### config.mk
export PLATFORM = sky130hd
export DESIGN_NAME = fb_loader
export DESIGN_NICKNAME = d
export VERILOG_FILES = /design/src/rtl/fb_loader.sv
export SDC_FILE = /design/constraint.sdc
export NUM_CORES = 1
export LEC_CHECK = 0
export ABC_CLOCK_PERIOD_IN_PS = 3500
export CORE_ASPECT_RATIO = 1.2
export CORE_MARGIN = 2
export CORE_UTILIZATION = 62
export DETAILED_ROUTE_END_ITERATION = 8
export GPL_ROUTABILITY_DRIVEN = 0
export HOLD_SLACK_MARGIN = 0.05
export PLACE_DENSITY = 0.93
export SYNTH_ARGS = -nofsm -noshare
export SYNTH_HDL_FRONTEND = slang
export SYNTH_SLANG_ARGS = --single-unit
### constraint.sdc
create_clock -name clk -period 3.5 [get_ports clk]
set_input_delay 0.525 -clock clk [delete_from_list [all_inputs] [get_ports clk]]
set_output_delay 0.525 -clock clk [all_outputs]
set_load 0.1 [all_outputs]
### src/rtl/fb_loader.sv
// UART-fed framebuffer loader: parses sync/header/data/checksum packets
// and streams pixel bytes into the framebuffer write port.
module fb_loader #(
    parameter int TIMEOUT_CYCLES = 650_000,
    parameter int NUM_ROWS       = 768,
    parameter int ROW_BYTES      = 128
) (
    input  logic       clk,
    input  logic       rst,
    input  logic       rx_ready,
    input  logic [7:0] rx_data,
    output logic [6:0] wx,
    output logic [9:0] wy,
    output logic [7:0] d,
    output logic       we,
    output logic       busy,
    output logic       done,
    output logic       err
);

    typedef enum logic [2:0] {
        IDLE, HDR_HI, HDR_LO, HDR_CNT, DATA, CHK
    } state_t;

    localparam logic [6:0]  LAST_WX = 7'(ROW_BYTES - 1);
    localparam logic [9:0]  LAST_WY = 10'(NUM_ROWS - 1);
    localparam logic [10:0] N_ROWS  = 11'(NUM_ROWS);
    localparam logic [31:0] TMO     = 32'(TIMEOUT_CYCLES - 1);

    state_t      state_q, state_d;
    logic        prev_q;
    logic [1:0]  hi_q, hi_d;
    logic [9:0]  start_q, start_d;
    logic [7:0]  cnt_q, cnt_d;
    logic [8:0]  rows_q, rows_d;
    logic [6:0]  wx_q, wx_d;
    logic [9:0]  wy_q, wy_d;
    logic [7:0]  d_q, d_d;
    logic        we_q, we_d;
    logic        done_q, done_d;
    logic        err_q, err_d;
    logic [7:0]  xor_q, xor_d;
    logic [31:0] timer_q, timer_d;
    logic        ev;
    logic [9:0]  row;

    assign ev  = rx_ready & ~prev_q;
    assign row = {hi_q, rx_data};

    always_comb begin
        state_d = state_q;
        hi_d    = hi_q;
        start_d = start_q;
        cnt_d   = cnt_q;
        rows_d  = rows_q;
        wx_d    = wx_q;
        wy_d    = wy_q;
        d_d     = d_q;
        we_d    = 1'b0;
        done_d  = 1'b0;
        err_d   = err_q;
        xor_d   = xor_q;
        timer_d = (state_q == IDLE) ? 32'd0 : timer_q + 32'd1;
        // The address moves only once the byte has been written out.
        if (we_q) begin
            if (wx_q == LAST_WX) begin
                wx_d   = 7'd0;
                rows_d = rows_q + 9'd1;
                wy_d   = (wy_q == LAST_WY) ? 10'd0 : wy_q + 10'd1;
            end else begin
                wx_d = wx_q + 7'd1;
            end
        end
        if (ev) begin
            timer_d = 32'd0;
        end
        unique case (state_q)
            IDLE: begin
                if (ev && rx_data == 8'hAA) begin
                    state_d = HDR_HI;
                    err_d   = 1'b0;
                end
            end
            HDR_HI: begin
                if (ev) begin
                    hi_d    = rx_data[1:0];
                    state_d = HDR_LO;
                end
            end
            HDR_LO: begin
                if (ev) begin
                    if ({1'b0, row} >= N_ROWS) begin
                        err_d   = 1'b1;
                        state_d = IDLE;
                    end else begin
                        start_d = row;
                        state_d = HDR_CNT;
                    end
                end
            end
            HDR_CNT: begin
                if (ev) begin
                    cnt_d   = rx_data;
                    wx_d    = 7'd0;
                    wy_d    = start_q;
                    rows_d  = 9'd0;
                    xor_d   = 8'd0;
                    state_d = DATA;
                end
            end
            DATA: begin
                if (ev) begin
                    we_d  = 1'b1;
                    d_d   = rx_data;
                    xor_d = xor_q ^ rx_data;
                    if (wx_q == LAST_WX && rows_q == {1'b0, cnt_q}) begin
                        state_d = CHK;
                    end
                end
            end
            CHK: begin
                if (ev) begin
                    if (rx_data == xor_q) begin
                        done_d = 1'b1;
                    end else begin
                        err_d = 1'b1;
                    end
                    state_d = IDLE;
                end
            end
            default: state_d = IDLE;
        endcase
        // A byte arriving on the expiry cycle keeps the packet alive.
        if (!ev && state_q != IDLE && timer_q == TMO) begin
            state_d = IDLE;
            err_d   = 1'b1;
            timer_d = 32'd0;
        end
    end

    always_ff @(posedge clk) begin
        if (rst) begin
            state_q <= IDLE;
            prev_q  <= 1'b0;
            hi_q    <= 2'd0;
            start_q <= 10'd0;
            cnt_q   <= 8'd0;
            rows_q  <= 9'd0;
            wx_q    <= 7'd0;
            wy_q    <= 10'd0;
            d_q     <= 8'd0;
            we_q    <= 1'b0;
            done_q  <= 1'b0;
            err_q   <= 1'b0;
            xor_q   <= 8'd0;
            timer_q <= 32'd0;
        end else begin
            state_q <= state_d;
            prev_q  <= rx_ready;
            hi_q    <= hi_d;
            start_q <= start_d;
            cnt_q   <= cnt_d;
            rows_q  <= rows_d;
            wx_q    <= wx_d;
            wy_q    <= wy_d;
            d_q     <= d_d;
            we_q    <= we_d;
            done_q  <= done_d;
            err_q   <= err_d;
            xor_q   <= xor_d;
            timer_q <= timer_d;
        end
    end

    assign wx   = wx_q;
    assign wy   = wy_q;
    assign d    = d_q;
    assign we   = we_q;
    assign busy = (state_q != IDLE);
    assign done = done_q;
    assign err  = err_q;

endmodule

; Word level (Yosys, flattened, before mapping)
; Index checks and enable logic that the tools add are counted.
[classes]
reduce_logical = 20
mux = 34
div_mod_pow = 0
multipliers = 0
bitwise_logic = 7
shift = 0
n_lt_le_gt_ge = 1
add_sub_neg = 4
n_eq_ne = 23
[op_table]
columns = op, n
row1 = $mux W10, 5
row2 = $mux W9, 4
row3 = $add A32 B1 Y32 const B, 1
row4 = $eq A32 B20 Y1 const B, 1
row5 = $mux W7, 4
row6 = $mux W3, 7
row7 = $pmux W3 S6, 1
row8 = $mux W8, 2
row9 = $pmux W8 S2, 1
row10 = $ne A2 B2 Y1 const B, 6
row11 = $ne A3 B3 Y1 const B, 4
row12 = $add A10 B1 Y10 const B, 1
row13 = $eq A10 B10 Y1 const B, 1
row14 = $ge A10 B10 Y1 const B, 1
row15 = $add A9 B1 Y9 const B, 1
row16 = $eq A9 B8 Y1, 1
row17 = $eq A8 B8 Y1, 1
row18 = $eq A8 B8 Y1 const B, 1
row19 = $mux W1, 8
row20 = $xor A8 B8 Y8, 1
row21 = $add A7 B1 Y7 const B, 1
row22 = $eq A7 B7 Y1 const B, 1
row23 = $reduce_and A7 Y1, 1
row24 = $eq A3 B2 Y1 const B, 2
row25 = 20 further kinds, 32
[word_totals]
ramBits = 0
rom_bits = 0
n_memories = 0
reg_bits = 101
word_cells = 103
out_inout_bits = 29
latchBits = 0

; Depth between registers and ports, before layout
[logic_depth]
depth_word = 7
mapped_depth = 8
mapped_depth_nobuf = 6

; Worst setup path before layout
; No wires, ideal clock.
[synth_path]
path_type = register to register
from = register wx_q[0], in the netlist wx[0]
to = register wy_q[8], in the netlist wy[8]
path_buffers = 1
arrival_ns = 2.413
setup_ns = 0.086
stages_incl_launch_ff = 8
required_time_ns = 3.414
path_slack_ns = 1.001
path_cell_list = dfxtp_1 ha_1 buf_2 nand4_1 nor2_1 nand3_1 mux2i_1 a211oi_1
[synth_between]
elab_chain_cells = 5
[synth_rtl]
columns = item, line
row1 = "start, declared", 36  ; logic [6:0] wx_q, wx_d;
row2 = "start signal, assigned", 164  ; wx_q <= wx_d;
row3 = $eq A7 B7 Y1 *, 66  ; if (wx_q == LAST_WX) begin
row4 = $mux W10 *, 66
row5 = $mux W10 *, 65  ; if (we_q) begin
row6 = $mux W10, 102  ; if (ev) begin
row7 = $mux W10 *, 77  ; unique case (state_q)
row8 = "end signal, assigned", 165  ; wy_q <= wy_d;
row9 = "end, declared", 37  ; logic [9:0] wy_q, wy_d;
; Every way passes the cells marked *; elsewhere a longest branch is shown, timed or not.
; A chain may end at the register's enable or synchronous reset.

; Final worst setup path
[layout_path]
from = register we_q, in the netlist we
to = output port we
[layout_lines]
columns = item, line
row1 = "start, declared", 39  ; logic we_q, we_d;
row2 = "start signal, assigned", 167  ; we_q <= we_d;
row3 = "end, declared", 15  ; output logic we,
; No word-level cell between the ends.

==> results.py <==
metrics = {
    "timing": {
        "worst_slack_ns": 0.825,
        "worst_slew_pin_slew_ns": 0.986,
        "setup_tns_ns": 0,
        "rsz0062_at_grt": "false",
        "setup_violations": 0,
        "final.setup_skew_ns": 0.00983,
        "final_max_slew_viol_count": 0,
        "hold_violations": 0,
        "fin_crit_sh_pct": 76.4,
        "clock.fmax_ghz": 0.374,
        "slew_headroom_pct": 34.1,
        "fin_crit_ns": 2.67,
    },
    "worst_setup_path": {
        "crit_family": "buffers and inverters",
        "path_class": "flip-flop to primary output",
        "cp.required_ns": 2.97,
        "worstSetupStartpointType": "flip-flop",
        "endpoint_kind": "primary output",
        "path_cells": "clkdlybuf4s50_1",
        "crit_path_max_fanout": 10,
        "worstPathArrival_ns": 2.15,
        "slowest_stage": "clkdlybuf4s50_1",
        "cpPeakStageDelay_ns": 1.21,
        "path_buf_inv": 1,
    },
    "cts": {
        "post-cts-setup-buffer-count": 0,
        "clock_sinks": 101,
        "cts.clk_slew.worst_paths_ns": 0.09,
        "cts_resized": 0,
        "cts_tree": "built",
        "cts_buffers": 9,
        "holdBufCountCts": 0,
        "cts_max_level": 3,
        "cts_root_buf": "clkbuf_8",
        "cts_buffer_depth": 2,
        "clock_latency_ns": 0.37,
    },
    "power_and_ir_drop": {
        "swShare_pct": 21.8,
        "power.internal_mw": 1.46,
        "p_comb_share_pct": 3.1,
        "powerDensity_mw_per_mm2": 353,
        "vdd_drop_max_v": 0.000253,
        "power_switching_mw": 0.406,
        "pwr-share-clk_pct": 35.3,
        "leakagePower_nw": 1.81,
        "finalPower_mw": 1.87,
        "p_seq_share_pct": 61.6,
    },
    "layout": {
        "nFillCells": 521,
        "final_area_mm2": 0.00529,
        "nNetsFinal": 600,
        "drive_gt1_share_pct": 6.80,
        "areaGrowthSynthToFinish_pct": 11.8,
        "diodes": 0,
        "final_cell_mix": "dfxtp_1, nor2_1, nand2_1, clkdlybuf4s50_1, nand3_1",
        "final_common_cell": "dfxtp_1",
        "finalNonFillerCells": 678,
    },
    "grt": {
        "met2_usage_pct": 46.0,
        "grt_start_max_net_pins": 33,
        "grt-busiest-layer": "met2",
        "grt_first_pass_wirelength_um": 17800,
        "gr-usage-all-layers_pct": 26.0,
        "grt_overflow": 0,
        "antenna_found_initial": 0,
        "grt_use_met3_pct": 4.07,
        "grt_pass1_vias": 3883,
        "grt_use_met1_pct": 30.9,
    },
    "placed_design": {
        "dp_hpwl_um": 7570,
        "dp_slack_ns": 0.933,
        "portBuffers": 39,
        "dpl-instance-area_mm2": 0.00512,
        "numPlacedInstances": 664,
    },
    "drt": {
        "num_vias": 4110,
        "vias_per_cell": 6.06,
        "drt-initial-drc-count": 225,
        "drc": 0,
        "wire_per_inst_um": 15.6,
        "final_antenna_net_count": 0,
        "drt-pass1-iter-count": 5,
        "wirelength_um": 10600,
    },
    "floorplan": {
        "die_area_mm2": 0.00835,
        "initial_core_util_pct": 64.7,
        "coreArea_mm2": 0.00732,
        "dieHeight_um": 99.7,
        "die_w_um": 83.8,
        "io_pins": 40,
        "num_rows": 34,
    },
    "synthesis": {
        "synth_enable_flop_cells": 0,
        "synth_flop_cell": "dfxtp_1",
        "synth_cell_types": 52,
        "ys_ff_latch": 101,
        "syn_area_mm2": 0.00473,
        "yosysWarnings": 0,
        "synth_fp_nets": 572,
        "syn_inst": 557,
        "avgSynthCellArea_um2": 8.50,
        "yosysSeqAreaShare_pct": 42.7,
        "synthArstFlopShare_pct": 0,
    },
    "flow_run": {
        "max_cap_violations": 0,
    },
    "outcome": {
        "outcome": "finished clean",
    },
    "worst_hold_path": {
        "min_path_type": "flip-flop to flip-flop",
    },
}
-- worst paths after layout --
| kind | startpoint | cells after the start | slack, ns | to |
|---|---|---|---|---|
| max reg2reg | wx[0]$_SDFF_PP0_ | 6 | 1.45 | wy[8]$_SDFF_PP0_ |
| max | we$_SDFF_PP0_ | 1 | 0.83 | we |
| min | d[6]$_SDFFE_PP0P_ | 2 | 0.45 | d[6]$_SDFFE_PP0P_ |
| min reg2reg | d[6]$_SDFFE_PP0P_ | 2 | 0.45 | d[6]$_SDFFE_PP0P_ |
-- layer usage --
layer	share of wire (%)	wire length [um]
met5	0	0
met4	2.8	293
met3	4.8	514
met2	51	5420
met1	41	4380
-- area by class of cell --
cell class	instances	area [um^2]	share of cell area, %
Clock inverter	1	7.51	0.142
Sequential cell	101	2020	38.2
Inverter	9	33.8	0.638
Clock buffer	13	159	3.00
Multi-Input combinational cell	419	2520	47.7
Tap cell	90	113	2.13
Timing Repair Buffer	45	433	8.18
-- sequential cells by signal, summed over array words and instances (netlist names) --
name and flops:
cnt_q 8, d 8, done 1, err 1, hi_q 2, prev_q 1, rows_q 9, start_q 10
state_q 3, timer_q 32, we 1, wx 7, wy 10, xor_q 8
-- worst min-delay path, delay by kind of cell, from the launching register on --
family / cells / cell delay [ns]
flip-flops: 1 / 0.31
AND/OR/NAND/NOR: 1 / 0.05
AO/OA/AOI/OAI: 1 / 0.05
-- power by group through the flow --
stage	combinational, mW	sequential [mW]	clock [mW]
6_report	0.0575	1.15	0.659
2_1_floorplan	0.0279	1.18	0
4_1_cts	0.0567	1.15	0.663
3_3_place_gp	0.0552	1.18	0
3_5_place_dp	0.0562	1.18	0
5_1_grt	0.0618	1.15	0.704
-- stage by stage --
stage | utilization (%) | hold WS [ns]
after global routing | 72.3 | 0.483
after CTS | 72.3 | 0.460
final | 72.3 | 0.455
after detailed placement | 70.0 | 0.448
after global placement | 70.0 | 0.444
after floorplan | - | 0.429
-- cell families (layout without fill, tap and decap cells) --
logic type / count (synthesis) / after routing / share of synthesized area, %
and+or+nand+nor: 277 / 277 / 30.4
DFF: 101 / 101 / 42.7
AOI/OAI and AO/OA: 70 / 70 / 8.91
xor gates and xnor gates: 55 / 55 / 10.2
buffers and inverters: 37 / 68 / 3.96
muxes: 13 / 13 / 2.75
adders and majority gates: 4 / 4 / 1.06
-- Yosys cell counts (11+ instances only) --
cell | number | area share, %
nor4_1 | 11 | 1.5
nand3_1 | 31 | 3.3
a21oi_1 | 23 | 2.4
dfxtp_1 | 101 | 43
nor3_1 | 13 | 1.4
o21ai_0 | 24 | 2.5
clkbuf_1 | 11 | 0.87
nand4_1 | 24 | 3.2
xor2_1 | 27 | 5.0
and3_1 | 12 | 1.6
mux2i_1 | 13 | 2.7
nor2_1 | 80 | 6.3
xnor2_1 | 28 | 5.2
nand2_1 | 53 | 4.2
No activity file was read; power rests on OpenSTA's default activity.
